### src/rtl/osd_row_writer.sv
// Avalon-MM master that packs OSD row text into the generator's char array and keeps enable/colour shadows.
// Optional build macro OSD_ROW_WRITER_CLEAR_CHARS_EN: CLEAR_ROW also zeroes the row's four char words.
module osd_row_writer #(
  parameter int CHAR_ROWS = 30,
  parameter int CHAR_COLS = 16
) (
  input  logic        clk_i,
  input  logic        rst_i,
  input  logic        cmd_valid,
  output logic        cmd_ready,
  input  logic [1:0]  cmd_op,
  input  logic [4:0]  cmd_row,
  input  logic        cmd_sec,
  input  logic        cmd_hilite,
  input  logic        chr_valid,
  output logic        chr_ready,
  input  logic [7:0]  chr_data,
  output logic [7:0]  avalon_m_address,
  output logic [31:0] avalon_m_writedata,
  output logic [3:0]  avalon_m_byteenable,
  output logic        avalon_m_write,
  input  logic        avalon_m_waitrequest_n,
  output logic        busy,
  output logic        done,
  output logic        err
);

  localparam logic [1:0] LAST_WORD = 2'(CHAR_COLS / 4 - 1);
  localparam logic [7:0] ADDR_LSEC = 8'hF1;
  localparam logic [7:0] ADDR_RSEC = 8'hF2;
  localparam logic [7:0] ADDR_COL  = 8'hF3;

  typedef enum logic [2:0] {
    S_IDLE, S_COLLECT, S_WR_CHAR, S_WR_EN, S_WR_COL, S_CLR_F1, S_CLR_F2, S_CLR_F3
  } state_t;

  typedef enum logic [1:0] {
    OP_WRITE_ROW, OP_CLEAR_ROW, OP_CLEAR_ALL, OP_RSVD
  } op_t;

  state_t               state;
  op_t                  op_q;
  logic [4:0]           row_q;
  logic                 sec_q;
  logic                 hil_q;
  logic [1:0]           bcnt_q;
  logic [1:0]           word_q;
  logic [3:0][7:0]      byte_buf;
  logic [CHAR_ROWS-1:0] lsec_shadow;
  logic [CHAR_ROWS-1:0] rsec_shadow;
  logic [CHAR_ROWS-1:0] colour_shadow;

  logic [4:0]           en_row;
  logic                 en_sec;
  logic                 en_on;
  logic [CHAR_ROWS-1:0] en_bit;
  logic [CHAR_ROWS-1:0] col_bit;
  logic [CHAR_ROWS-1:0] lsec_nx;
  logic [CHAR_ROWS-1:0] rsec_nx;
  logic [CHAR_ROWS-1:0] col_nx;

  assign cmd_ready           = (state == S_IDLE);
  assign busy                = (state != S_IDLE);
  assign chr_ready           = (state == S_COLLECT);
  assign avalon_m_byteenable = 4'hF;

  // The enable update is shared by the IDLE path (plain CLEAR_ROW) and the post-char path.
  always_comb begin
    en_row  = (state == S_IDLE) ? cmd_row : row_q;
    en_sec  = (state == S_IDLE) ? cmd_sec : sec_q;
    en_on   = (state != S_IDLE) && (op_q == OP_WRITE_ROW);
    en_bit  = CHAR_ROWS'(1) << en_row;
    col_bit = CHAR_ROWS'(1) << row_q;
    lsec_nx = en_on ? (lsec_shadow | en_bit) : (lsec_shadow & ~en_bit);
    rsec_nx = en_on ? (rsec_shadow | en_bit) : (rsec_shadow & ~en_bit);
    col_nx  = hil_q ? (colour_shadow | col_bit) : (colour_shadow & ~col_bit);
  end

  always_ff @(posedge clk_i or posedge rst_i) begin
    if (rst_i) begin
      state              <= S_IDLE;
      op_q               <= OP_WRITE_ROW;
      row_q              <= '0;
      sec_q              <= 1'b0;
      hil_q              <= 1'b0;
      bcnt_q             <= '0;
      word_q             <= '0;
      byte_buf           <= '0;
      lsec_shadow        <= '0;
      rsec_shadow        <= '0;
      colour_shadow      <= '0;
      avalon_m_address   <= '0;
      avalon_m_writedata <= '0;
      avalon_m_write     <= 1'b0;
      done               <= 1'b0;
      err                <= 1'b0;
    end else begin
      done <= 1'b0;
      err  <= 1'b0;
      case (state)
        S_IDLE: begin
          if (cmd_valid) begin
            op_q   <= op_t'(cmd_op);
            row_q  <= cmd_row;
            sec_q  <= cmd_sec;
            hil_q  <= cmd_hilite;
            bcnt_q <= '0;
            word_q <= '0;
            if (op_t'(cmd_op) == OP_RSVD || int'(cmd_row) >= CHAR_ROWS) begin
              err <= 1'b1;
            end else begin
              case (op_t'(cmd_op))
                OP_WRITE_ROW: state <= S_COLLECT;
                OP_CLEAR_ROW: begin
`ifdef OSD_ROW_WRITER_CLEAR_CHARS_EN
                  state              <= S_WR_CHAR;
                  avalon_m_write     <= 1'b1;
                  avalon_m_address   <= {cmd_row, cmd_sec, 2'd0};
                  avalon_m_writedata <= '0;
`else
                  state          <= S_WR_EN;
                  avalon_m_write <= 1'b1;
                  if (en_sec) begin
                    rsec_shadow        <= rsec_nx;
                    avalon_m_address   <= ADDR_RSEC;
                    avalon_m_writedata <= 32'(rsec_nx);
                  end else begin
                    lsec_shadow        <= lsec_nx;
                    avalon_m_address   <= ADDR_LSEC;
                    avalon_m_writedata <= 32'(lsec_nx);
                  end
`endif
                end
                default: begin
                  state              <= S_CLR_F1;
                  lsec_shadow        <= '0;
                  rsec_shadow        <= '0;
                  colour_shadow      <= '0;
                  avalon_m_write     <= 1'b1;
                  avalon_m_address   <= ADDR_LSEC;
                  avalon_m_writedata <= '0;
                end
              endcase
            end
          end
        end
        S_COLLECT: begin
          if (chr_valid) begin
            byte_buf[bcnt_q] <= chr_data;
            bcnt_q           <= bcnt_q + 2'd1;
            if (bcnt_q == 2'd3) begin
              state              <= S_WR_CHAR;
              avalon_m_write     <= 1'b1;
              avalon_m_address   <= {row_q, sec_q, word_q};
              avalon_m_writedata <= {chr_data, byte_buf[2:0]};
            end
          end
        end
        S_WR_CHAR: begin
          if (avalon_m_waitrequest_n) begin
            if (word_q == LAST_WORD) begin
              state          <= S_WR_EN;
              avalon_m_write <= 1'b1;
              if (sec_q) begin
                rsec_shadow        <= rsec_nx;
                avalon_m_address   <= ADDR_RSEC;
                avalon_m_writedata <= 32'(rsec_nx);
              end else begin
                lsec_shadow        <= lsec_nx;
                avalon_m_address   <= ADDR_LSEC;
                avalon_m_writedata <= 32'(lsec_nx);
              end
            end else if (op_q == OP_WRITE_ROW) begin
              word_q             <= word_q + 2'd1;
              state              <= S_COLLECT;
              avalon_m_write     <= 1'b0;
              avalon_m_address   <= '0;
              avalon_m_writedata <= '0;
            end else begin
              word_q             <= word_q + 2'd1;
              avalon_m_address   <= {row_q, sec_q, 2'(word_q + 2'd1)};
              avalon_m_writedata <= '0;
            end
          end
        end
        S_WR_EN: begin
          if (avalon_m_waitrequest_n) begin
            if (op_q == OP_WRITE_ROW) begin
              state              <= S_WR_COL;
              colour_shadow      <= col_nx;
              avalon_m_address   <= ADDR_COL;
              avalon_m_writedata <= 32'(col_nx);
            end else begin
              state              <= S_IDLE;
              done               <= 1'b1;
              avalon_m_write     <= 1'b0;
              avalon_m_address   <= '0;
              avalon_m_writedata <= '0;
            end
          end
        end
        S_CLR_F1: begin
          if (avalon_m_waitrequest_n) begin
            state            <= S_CLR_F2;
            avalon_m_address <= ADDR_RSEC;
          end
        end
        S_CLR_F2: begin
          if (avalon_m_waitrequest_n) begin
            state            <= S_CLR_F3;
            avalon_m_address <= ADDR_COL;
          end
        end
        default: begin
          if (avalon_m_waitrequest_n) begin
            state              <= S_IDLE;
            done               <= 1'b1;
            avalon_m_write     <= 1'b0;
            avalon_m_address   <= '0;
            avalon_m_writedata <= '0;
          end
        end
      endcase
    end
  end

endmodule
### config.mk
export PLATFORM = sky130hd
export DESIGN_NAME = osd_row_writer
export DESIGN_NICKNAME = d
export VERILOG_FILES = /design/src/rtl/osd_row_writer.sv
export SDC_FILE = /design/constraint.sdc
export NUM_CORES = 1
export LEC_CHECK = 0
export ABC_AREA = 1
export CAP_MARGIN = 20
export CORE_AREA = 8 8 141 143
export DETAILED_ROUTE_END_ITERATION = 12
export DIE_AREA = 0 0 149 151
export PLACE_DENSITY = 0.79
export SYNTH_ARGS = -nofsm -noshare
export SYNTH_HDL_FRONTEND = slang
export SYNTH_SLANG_ARGS = --single-unit
### constraint.sdc
create_clock -name clk_i -period 13.3 [get_ports clk_i]
set_input_delay 1.33 -clock clk_i [delete_from_list [all_inputs] [get_ports clk_i]]
set_output_delay 1.33 -clock clk_i [all_outputs]
set_load 0.1 [all_outputs]
==> results.md <==
* Nets at 1519
* Arrival time worst endpoint at about 3000 ps
* # diodes at 0
* Met3 Track Usage GR at 6.87%
* Hold WC Path Type: reg -> reg
* R2R Path End: colour_shadow[23]$_DFFE_PP0P_
* Num Clock Sinks at ~170
* Die Span Y at 151 um
* Met1 Usage GRT at between 30 and 40%
* Number of max-cap violations at 0
* Post-synth cell types at slightly above 40
* Post-Synth Adder-Cell Area at 0.600%
* Port buffer count at between 60 and 70
* Residual DRC at 0
* Family with the most delay on the worst path: buffers and inverters
* Part of the cycle the worst path needs at 32.7%
* Hpwl dp at around 21000 um
* Max FO, Critical Path at 25
* Critical path startpoint: state[2]$_DFFE_PP0P_
* Setup fix buffers added after clock tree synthesis at 0
* CTS tree: yes
* Buf/Inv on CP at 2
* Average size of a mapped cell at slightly above 7 um^2
* Vias post-DR at 10.3k
* Final min period at around 4400 ps
* Core ar. at 17700 um^2
* Htree depth at 4
* Final WL at 31800 um
* Area grow syn2layout at 12.4%
* CP cell instances: nor2_8 > nand2_4 > inv_1 > clkdlybuf4s50_1
* Yosys warnings at 0
* Hold buffer count at CTS at 0
* Slowest stage delay, CP at 1200 ps
* Post-synthesis cell count at 1470
* Final Max Slew Viols at 0
* Peak VDD IR at ~260 uV
* Placed inst area at 11100 um^2
* Largest family of logic cells by synthesized area: simple AND/OR/NAND/NOR gates
* Fin cells at 1733
* Final hold violation count at 0
* Average routed wire per standard cell at between 15 and 20 um
* Post-synthesis xor/xnor area fraction at 0%
* Pin count of the biggest net entering global routing at 102
* Routing usage on met2 at 44.7%
* Worst-skew pair later-pin latency at 440 ps
* Post-route cell area at 11700 um^2
* Slew HR at 31.6%
* Post-synthesis compound-gate area fraction at between 10% and 20%
* Clk root buf: clkbuf_16
* Worst setup EP type: primary output
* Status: completed
* GP Congestion at 0.929
* Worst Path Required at 11970 ps
* Simple-gate share of the synthesized area at 33.6%
* CP Capture Point: cmd_ready
* Die area at 22500 um^2
* PwrDens at ~280 nW/um^2
* Register area share after synthesis at 41.5%
* # setup viols final at 0
* Reg clk slew, reported paths at 70 ps
* Net switching power at 1.83 mW
* Synth Cell Area at 10400 um^2
* Drt via density at 5.97
* #FFs+latches synth at between 150 and 200
* CTS buffer count at 17
* Chip Width at 149 um
* Global-route wire length before repair at 51600 um
* Number of cell rows at 49
* Clock skew at 9.10 ps
* DR iter-0 viols at 1328
* Routed Antenna Nets at 0
* Starting Density at 59.1%
* Setup slack, reg-to-reg at roughly 10000 ps
* Initial antenna violation count at 0
* R2R cell count at 6
* IO Pins at 72
* Post-synthesis mux area share at 0%
* Remaining Overflow, GRT at 0
* CP max-delay cell: clkdlybuf4s50_1
* Worst Min Path Start: avalon_m_writedata[26]$_DFFE_PP0P_
* CTS max path bufs at 2
* Gr busiest metal: met2
* Fmax at 0.230 GHz
* Total negative slack at 0 ps
* Post-CTS sizing at 0
* Number of instances in the placed design at 1701
* Vias in the first global route at 9736
* Least-Margin Pin Slew at 1020 ps
* Clk pwr share at 14.7%
* P_leak at between 5 and 6 nW
* Worst path depth at 4
* Sw Share at 56.5%
* Combinational share of power at 59.4%
* P_int at ~1.4 mW
* Total track usage at between 20% and 30%
* 1st-pass router iterations at 6
* Sequential share of power at 26.0%
* Layout cells sized above 1 at between 6 and 7%
* Setup Crit Path Kind: reg -> out
* Beginning of the worst register-to-register path: state[2]$_DFFE_PP0P_
* RSZ-0062 raised after global routing: no
* Startpoint Class: flip-flop
[cells in the mapped netlist]
master     count  area (um^2)
nand2_1      461         1730
nand3_1      205         1030
inv_1        174          653
dfrtp_1      173         4330
o21ai_0      151          756
clkbuf_1      56          210
a21oi_1       34          170
o22ai_1       33          206
nor2_1        31          116
nand4_1       20          125
nand4_2       15          188
o21ai_1       13         65.1
a31oi_1       12         75.1
nor3_1        10         50.1
buf_2          9         45.0
buf_4          9         67.6
buf_6          8         90.1
nand3_2        7         70.1
nor2_4         7         78.8
ha_1           5         62.6
a22o_1         4         35.0
inv_2          4         15.0
nor2_2         3         18.8
o211ai_1       3         22.5
o21ai_4        3         48.8
a22oi_1        2         15.0
nor2_8         2         40.0
nor4_1         2         12.5
o31ai_1        2         15.0
a21oi_2        1         8.76
and3_1         1         6.26
clkinv_1       1         3.75
conb_1         1         3.75
nand2_2        1         6.26
nand2_4        1         11.3
nor3_4         1         16.3
o2111ai_1      1         8.76
o21a_1         1         7.51
o21ai_2        1         8.76
o311ai_0       1         8.76
or2_1          1         6.26
[cells by family (layout without fill, tap and decap cells)]
group                    Yosys count  count (layout)
other                              1               4
AO/OA/AOI/OAI                    262             262
flip-flops                       173             173
buffers and inverters            261             292
AND/OR/NAND/NOR                  768             768
adder cells (fa/ha/maj)            5               5
[cells in the final DEF (no fill, tap or decap), types with 5 or more instances in the layout]
cell             count
clkdlybuf4s50_1     67
clkbuf_16           17
nand4_2             15
nor3_1               8
nand3_2              7
dfrtp_1            173
nand2_1            461
ha_1                 5
nor2_4               9
a31oi_1             12
o21ai_0            150
clkinvlp_4           5
a21oi_1             34
o22ai_1             33
inv_1              173
nand3_1            205
nor2_1              28
buf_4               13
nand4_1             20
o21ai_1             14
[metrics by stage]
step | power [mW] | utilization [%] | hold slack, ps | worst slack (ps)
2_1_floorplan | 2.25 | - | 453 | 7280
3_3_place_gp | 2.68 | 63.0 | 465 | 9260
3_5_place_dp | 2.72 | 63.1 | 469 | 9190
4_1_cts | 3.20 | 66.2 | 487 | 8970
5_1_grt | 3.43 | 66.4 | 516 | 8860
6_report | 3.24 | 66.4 | 479 | 8950
[metal layers]
layer,vias to the layer above,part of all wire [%]
li1,4873,-
met1,4833,41
met2,537,46
met3,103,9.7
met4,0,3.3
met5,-,0
[worst reg2reg max path: cells and delay by family, from the launching register on]
kind | cells | cell delay (ps)
AO/OA/AOI/OAI | 2 | 720
flip-flops | 1 | 550
AND/OR/NAND/NOR | 3 | 1780
buffers and inverters | 1 | 370
[power by group through the flow]
stage	clock network (mW)	registers (mW)	logic, mW
after detailed placement	0	0.844	1.87
after global routing	0.501	0.859	2.07
after floorplan	0	1.13	1.12
after CTS	0.478	0.839	1.88
after global placement	0	0.840	1.84
final	0.476	0.842	1.93
[flip-flops by register name (all words and copies together), names as in the netlist]
signal / flops
bcnt_q: 2
word_q: 2
avalon_m_writedata: 32
byte_buf: 24
state: 3
avalon_m_write: 1
sec_q: 1
lsec_shadow: 30
op_q: 2
avalon_m_address: 8
done: 1
rsec_shadow: 30
row_q: 5
hil_q: 1
err: 1
colour_shadow: 30
[worst min path at each step]
stage                                          to  cells past startpoint
3_5_place_dp   avalon_m_writedata[24]$_DFFE_PP0P_                      2
2_1_floorplan            byte_buf[10]$_DFFE_PP0P_                      2
5_1_grt                       op_q[0]$_DFFE_PP0P_                      2
4_1_cts        avalon_m_writedata[24]$_DFFE_PP0P_                      2
3_3_place_gp   avalon_m_writedata[31]$_DFFE_PP0P_                      2
6_report       avalon_m_writedata[26]$_DFFE_PP0P_                      2
[layout make-up]
class	instances	area [um^2]
Clock inverter	12	116
Clock buffer	19	433
Sequential cell	173	4330
Inverter	179	677
Tap cell	229	287
Timing Repair Buffer	82	823
Fill cell	1567	5930
Multi-Input combinational cell	1039	5060
No activity file was read; power rests on OpenSTA's default activity.
